$ cat src/rtl/lsu_pkg.sv
// Shared types and constants for the MEM-stage load/store unit.
package lsu_pkg;

  typedef enum logic [1:0] {StIdle, StReq, StWait, StDone} lsu_state_e;

  // RISC-V load/store width codes
  localparam logic [2:0] F3_B  = 3'b000;
  localparam logic [2:0] F3_H  = 3'b001;
  localparam logic [2:0] F3_W  = 3'b010;
  localparam logic [2:0] F3_BU = 3'b100;
  localparam logic [2:0] F3_HU = 3'b101;

  localparam logic [1:0] CAUSE_NONE     = 2'b00;
  localparam logic [1:0] CAUSE_MISALIGN = 2'b01;
  localparam logic [1:0] CAUSE_TIMEOUT  = 2'b10;
  localparam logic [1:0] CAUSE_ILLEGAL  = 2'b11;

  // Stores only allow signed-style codes; the unsigned codes exist for loads only.
  function automatic logic f3_illegal(input logic [2:0] f3, input logic is_store);
    logic ill;
    unique case (f3)
      F3_B, F3_H, F3_W: ill = 1'b0;
      F3_BU, F3_HU:     ill = is_store;
      default:          ill = 1'b1;
    endcase
    return ill;
  endfunction

endpackage

$ cat src/rtl/lsu_align.sv
// Byte-lane steering for the LSU: store byte enables / data replication and
// load lane extraction with sign or zero extension.
// LSU_MISALIGN_TRAP_EN: flag misaligned h/w accesses instead of force-aligning them.
module lsu_align
  import lsu_pkg::*;
(
  input  logic [2:0]  funct3,
  input  logic [1:0]  off,
  input  logic        is_store,
  input  logic [31:0] wdata_in,
  input  logic [31:0] rdata_in,
  output logic [3:0]  be,
  output logic [31:0] wdata_out,
  output logic [31:0] rdata_out,
  output logic        illegal,
  output logic        misaligned
);

  logic [1:0]  size;
  logic [1:0]  eff_off;
  logic [31:0] lane;

  // Effective lane offset and misalignment detection
  always_comb begin
    size = funct3[1:0];
`ifdef LSU_MISALIGN_TRAP_EN
    eff_off    = off;
    misaligned = ((size == 2'b01) && off[0]) || ((size == 2'b10) && (off != 2'b00));
`else
    misaligned = 1'b0;
    unique case (size)
      2'b01:   eff_off = {off[1], 1'b0};
      2'b10:   eff_off = 2'b00;
      default: eff_off = off;
    endcase
`endif
  end

  // Byte enables, store replication and load extraction
  always_comb begin
    illegal = f3_illegal(funct3, is_store);
    lane    = rdata_in >> {eff_off, 3'b000};
    unique case (size)
      2'b00: begin
        be        = 4'b0001 << eff_off;
        wdata_out = {4{wdata_in[7:0]}};
      end
      2'b01: begin
        be        = 4'b0011 << eff_off;
        wdata_out = {2{wdata_in[15:0]}};
      end
      2'b10: begin
        be        = 4'b1111;
        wdata_out = wdata_in;
      end
      default: begin
        be        = 4'b0000;
        wdata_out = wdata_in;
      end
    endcase
    unique case (funct3)
      F3_B:    rdata_out = {{24{lane[7]}}, lane[7:0]};
      F3_BU:   rdata_out = {24'h0, lane[7:0]};
      F3_H:    rdata_out = {{16{lane[15]}}, lane[15:0]};
      F3_HU:   rdata_out = {16'h0, lane[15:0]};
      default: rdata_out = lane;
    endcase
  end

endmodule

$ cat src/rtl/dmem_lsu.sv
// MEM-stage load/store unit: single-outstanding req/gnt/rvalid initiator with
// pipeline stall, load alignment and error reporting (misalign/timeout/illegal).
// LSU_MISALIGN_TRAP_EN: misaligned h/w accesses trap instead of being force-aligned.
module dmem_lsu
  import lsu_pkg::*;
#(
  parameter int unsigned TIMEOUT_CYCLES = 16
) (
  input  logic        clk,
  input  logic        reset,
  input  logic        ex_valid,
  input  logic        ex_is_load,
  input  logic        ex_is_store,
  input  logic [2:0]  ex_funct3,
  input  logic [31:0] ex_addr,
  input  logic [31:0] ex_wdata,
  output logic        lsu_stall,
  output logic        wb_valid,
  output logic [31:0] wb_rdata,
  output logic        lsu_err,
  output logic [1:0]  lsu_err_cause,
  output logic        mem_req,
  output logic        mem_we,
  output logic [3:0]  mem_be,
  output logic [31:0] mem_addr,
  output logic [31:0] mem_wdata,
  input  logic        mem_gnt,
  input  logic        mem_rvalid,
  input  logic [31:0] mem_rdata
);

  localparam int unsigned CntW = $clog2(TIMEOUT_CYCLES + 1);
  localparam logic [CntW-1:0] CntLast = CntW'(TIMEOUT_CYCLES - 1);

  lsu_state_e  state_q, state_d;
  logic [CntW-1:0] cnt_q, cnt_d;
  logic        mem_req_q, mem_req_d, mem_we_q, mem_we_d;
  logic [3:0]  mem_be_q, mem_be_d;
  logic [31:0] mem_addr_q, mem_addr_d, mem_wdata_q, mem_wdata_d;
  logic        wb_valid_q, wb_valid_d, err_q, err_d;
  logic [31:0] wb_rdata_q, wb_rdata_d;
  logic [1:0]  cause_q, cause_d;
  logic [2:0]  f3_q, f3_d;
  logic [1:0]  off_q, off_d;

  logic        accept;
  logic [2:0]  al_f3;
  logic [1:0]  al_off;
  logic [3:0]  al_be;
  logic [31:0] al_wdata, al_rdata;
  logic        al_illegal, al_misaligned;

  assign accept    = ex_valid && (ex_is_load || ex_is_store);
  assign lsu_stall = ((state_q == StIdle) && accept) || (state_q == StReq) ||
                     (state_q == StWait);

  // Live EX operands while accepting; latched copies once the access is in flight
  assign al_f3  = (state_q == StIdle) ? ex_funct3    : f3_q;
  assign al_off = (state_q == StIdle) ? ex_addr[1:0] : off_q;

  lsu_align u_align (
    .funct3     (al_f3),
    .off        (al_off),
    .is_store   (ex_is_store),
    .wdata_in   (ex_wdata),
    .rdata_in   (mem_rdata),
    .be         (al_be),
    .wdata_out  (al_wdata),
    .rdata_out  (al_rdata),
    .illegal    (al_illegal),
    .misaligned (al_misaligned)
  );

  // Next-state, timeout counter and registered output computation
  always_comb begin
    state_d     = state_q;
    cnt_d       = cnt_q;
    mem_req_d   = mem_req_q;
    mem_we_d    = mem_we_q;
    mem_be_d    = mem_be_q;
    mem_addr_d  = mem_addr_q;
    mem_wdata_d = mem_wdata_q;
    wb_valid_d  = 1'b0;
    wb_rdata_d  = wb_rdata_q;
    err_d       = 1'b0;
    cause_d     = CAUSE_NONE;
    f3_d        = f3_q;
    off_d       = off_q;
    unique case (state_q)
      StIdle: begin
        if (accept) begin
          mem_addr_d  = {ex_addr[31:2], 2'b00};
          mem_we_d    = ex_is_store;
          mem_be_d    = al_be;
          mem_wdata_d = al_wdata;
          f3_d        = ex_funct3;
          off_d       = ex_addr[1:0];
          if (al_illegal) begin
            state_d = StDone;
            err_d   = 1'b1;
            cause_d = CAUSE_ILLEGAL;
          end else if (al_misaligned) begin
            state_d = StDone;
            err_d   = 1'b1;
            cause_d = CAUSE_MISALIGN;
          end else begin
            state_d   = StReq;
            mem_req_d = 1'b1;
            cnt_d     = '0;
          end
        end
      end
      StReq: begin
        cnt_d = cnt_q + 1'b1;
        if (mem_gnt) begin
          state_d   = StWait;
          mem_req_d = 1'b0;
        end else if (cnt_q == CntLast) begin
          state_d   = StDone;
          mem_req_d = 1'b0;
          err_d     = 1'b1;
          cause_d   = CAUSE_TIMEOUT;
        end
      end
      StWait: begin
        cnt_d = cnt_q + 1'b1;
        if (mem_rvalid) begin
          state_d = StDone;
          if (!mem_we_q) begin
            wb_valid_d = 1'b1;
            wb_rdata_d = al_rdata;
          end
        end else if (cnt_q == CntLast) begin
          state_d = StDone;
          err_d   = 1'b1;
          cause_d = CAUSE_TIMEOUT;
        end
      end
      default: state_d = StIdle;
    endcase
  end

  // FSM state and registered outputs, synchronous active-high reset
  always_ff @(posedge clk) begin
    if (reset) begin
      state_q     <= StIdle;
      cnt_q       <= '0;
      mem_req_q   <= 1'b0;
      mem_we_q    <= 1'b0;
      mem_be_q    <= 4'b0000;
      mem_addr_q  <= 32'h0;
      mem_wdata_q <= 32'h0;
      wb_valid_q  <= 1'b0;
      wb_rdata_q  <= 32'h0;
      err_q       <= 1'b0;
      cause_q     <= CAUSE_NONE;
      f3_q        <= 3'b000;
      off_q       <= 2'b00;
    end else begin
      state_q     <= state_d;
      cnt_q       <= cnt_d;
      mem_req_q   <= mem_req_d;
      mem_we_q    <= mem_we_d;
      mem_be_q    <= mem_be_d;
      mem_addr_q  <= mem_addr_d;
      mem_wdata_q <= mem_wdata_d;
      wb_valid_q  <= wb_valid_d;
      wb_rdata_q  <= wb_rdata_d;
      err_q       <= err_d;
      cause_q     <= cause_d;
      f3_q        <= f3_d;
      off_q       <= off_d;
    end
  end

  assign mem_req       = mem_req_q;
  assign mem_we        = mem_we_q;
  assign mem_be        = mem_be_q;
  assign mem_addr      = mem_addr_q;
  assign mem_wdata     = mem_wdata_q;
  assign wb_valid      = wb_valid_q;
  assign wb_rdata      = wb_rdata_q;
  assign lsu_err       = err_q;
  assign lsu_err_cause = cause_q;

endmodule

$ cat config.mk
export PLATFORM = sky130hd
export DESIGN_NAME = dmem_lsu
export DESIGN_NICKNAME = d
export VERILOG_FILES = /design/src/rtl/lsu_pkg.sv /design/src/rtl/lsu_align.sv /design/src/rtl/dmem_lsu.sv
export SDC_FILE = /design/constraint.sdc
export NUM_CORES = 1
export LEC_CHECK = 0
export CAP_MARGIN = 30
export CORE_MARGIN = 4
export CORE_UTILIZATION = 45
export DETAILED_ROUTE_END_ITERATION = 6
export GPL_TIMING_DRIVEN = 0
export PLACE_DENSITY_LB_ADDON = 0.15
export SKIP_CTS_REPAIR_TIMING = 1
export SYNTH_ARGS = -nofsm -noshare
export SYNTH_HDL_FRONTEND = slang
export SYNTH_HIERARCHICAL = 1
export SYNTH_SLANG_ARGS = --single-unit
$ cat constraint.sdc
create_clock -name clk -period 4.8 [get_ports clk]
set_clock_uncertainty 0.2 [all_clocks]
set_input_delay 1.44 -clock clk [delete_from_list [all_inputs] [get_ports clk]]
set_output_delay 1.44 -clock clk [all_outputs]
set_load 0.02 [all_outputs]
==> qor.yml <==
power:
  power_density_nw_per_um2: 540
  power_mw: 4.69
  cellLeakagePower_nw: 3.27
  irDropWorstVdd_v: 0.000330
setup_path:
  slowest_stage: "clkdlybuf4s50_1"
  crit_family: "buffers and inverters"
  required_ps: 3160
  worst_ep_arrival_time_ps: 3070
  cp-end-kind: "primary output"
  startpoint: "ex_is_load"
  crit_buf_inv: 3
  rr_startpoint: "state_q[0]"
  crit_fanout: 10
  start_kind: "input port"
  path_cells: "clkdlybuf4s50_1 -> o21a_4 -> and2_1 -> clkbuf_4 -> or3_1 -> clkbuf_2"
  critPathKind: "input port to primary output"
  cpPeakStageDelay_ps: 480
floorplanning:
  rows: 40
  die_area_um2: 14500
  die_w_um: 121
  die_y_um: 121
  io_pins: 213
  core_um2: 12200
  start_util_pct: 46.7
clock_tree:
  htree_levels: 4
  clock-sinks: 116
  cts_tree: "done"
  clk_pin_slew_worst_paths_ps: 50
  cts.root.buffer_cell: "clkbuf_16"
  clock_path_buffers: 2
  clk_latency_ps: 410
  cts_buffers: 17
yosys:
  async_flop_share_pct: 0
  syn_area_um2: 5710
  yosysMostFrequentCell: "nand2_1"
  yosys_warnings: 6
  synth_top_cell_by_area: "dfxtp_1"
  synth-seq-cells: 116
  ys_top_cells_by_count: "nand2_1, a21oi_1, dfxtp_1"
  synth_area_leaders: "dfxtp_1, nand2_1, a21oi_1"
  ys.flop_type: "dfxtp_1"
  postSynthCellCount: 742
  yosysSeqAreaShare_pct: 40.7
  avgSynthCellArea_um2: 7.69
  ys_types: 54
  netlist.area_leader.share_pct: 40.7
  synth_edf_count: 0
sta:
  setup_viol: 0
  fin_crit_ps: 4710
  max_freq_mhz: 212
  final_max_slew_viol_count: 0
  hold_viol_final: 0
  min_period_over_period_pct: 98.1
  timing.hold.ws_ps: 251
  rsz0062_at_grt: "no"
  max-slew-margin-rel_pct: 56.9
  worstMarginPinSlew_ps: 641
drt:
  drt_first_iter_violations: 528
  wl_per_cell_um: 16.1
  route.detailed.drc: 0
  firstDrtPassIters: 5
  routed_wl_mm: 18.5
  vias_per_cell: 5.25
  vias: 6038
  antenna_left: 0
worst_hold_path:
  hp-class: "flop to flop"
  hp-start: "mem_addr[26]"
global_route:
  grt_pass1_vias: 5734
  grt_use_met2_pct: 38.9
  grt_max_degree: 17
  antenna_found_initial: 0
  grt_pass1_wl_mm: 29.1
  grt_use_total_pct: 25.1
  globalRouteOverflowTotal: 0
  met1_usage_pct: 32.2
  use_met3_pct: 7.25
  top_usage_layer: "met2"
placed_design:
  place_congestion: 0.877
  port_buffers: 209
  dp_hpwl_mm: 13.6
status:
  outcome: "finished clean"
finish:
  fin_nets: 1086
  final_layout_size_suffix_gt1_share_pct: 8.95
  num_antenna_cells: 0
  areaGrowthSynthToFinish_pct: 52.1
job:
  drv_cap: 0
[flip-flops by register name, indices dropped and copies added (netlist names)]
signal / count
wb_valid: 1
mem_be: 4
state_q: 2
cnt_q: 5
off_q: 2
f3_q: 3
mem_addr: 30
wb_rdata: 32
mem_we: 1
mem_req: 1
lsu_err: 1
lsu_err_cause: 2
mem_wdata: 32
[where the power goes]
part	total, mW	switching (mW)	internal (mW)	leakage, nW
Combinational	2.09	1.19	0.895	2.00
Clock	1.40	0.431	0.973	0.323
Sequential	1.20	0.0825	1.11	0.945
Total	4.69	1.71	2.98	3.27
[layout make-up]
type,count,area (um2)
plain buffers,67,368
clock buffers,23,488
clock inverters,9,173
fillers,1061,3530
inverters,8,30.0
multi-input cells,551,3000
flip-flops and latches,116,2320
well taps,168,210
repair buffers,209,2090
[per-layer routing]
| metal | vias to the layer above | share of wire (%) |
|---|---|---|
| met3 | 45 | 8.7 |
| li1 | 2971 | - |
| met1 | 2741 | 43 |
| met4 | 0 | 3.0 |
| met2 | 281 | 45 |
| met5 | - | 0 |
[worst paths after layout]
path / endpoint / slack (ps) / cells past startpoint
hold reg to reg: mem_addr[26] / 250 / 2
hold / removal: mem_addr[26] / 250 / 2
setup / recovery: lsu_stall / 90 / 6
setup reg to reg: cnt_q[3] / 400 / 14
[placed cells by master, fill, tap and decap left out, drive strengths merged, types with 2 or more instances in the layout]
cell           instances
a21boi                 4
o211ai                 9
clkdlybuf4s50        207
buf                   28
mux2i                  7
o21ai                 19
and2                   4
nor2b                  4
nand2b                 5
clkinv                 5
o31ai                 12
inv                    6
ha                    10
a22oi                  8
o21a                   3
and3                   9
nand3                 12
a21oi                123
dfxtp                116
a22o                   8
clkbuf                63
bufinv                 5
conb                   3
or3                    4
mux4                   7
a211oi                 8
nor2                  11
or2                    3
nand2                256
mux2                   7
nand3b                 2
[cell families (layout without fill, tap and decap cells)]
logic type      after synthesis  in the layout  share of synthesized area, %
compound gates              200            200                          21.1
fa+ha+maj                    10             10                          2.19
buf+inv                      76            316                          6.95
flops                       116            116                          40.7
mux                          21             21                          5.37
other cells                   2              3                         0.132
simple gates                317            317                          23.6
[metrics by stage]
stage	setup WS (ps)	utilization (%)	cell area (um2)	setup TNS, ps	instances
2_1_floorplan	665	-	5710	0	743
3_3_place_gp	-461	65.6	8010	-777	1120
3_5_place_dp	-442	65.6	8010	-784	1120
4_1_cts	-447	71.0	8670	-447	1152
5_1_grt	34.5	71.1	8680	0	1151
6_report	89.3	71.1	8680	0	1151
[worst min-delay path, cell delays in order, from the launching register on]
cell	delay, ps
dfxtp_1	300
nand2_1	50
a21oi_1	50
Note: power is estimated with default switching activity, not from simulation.
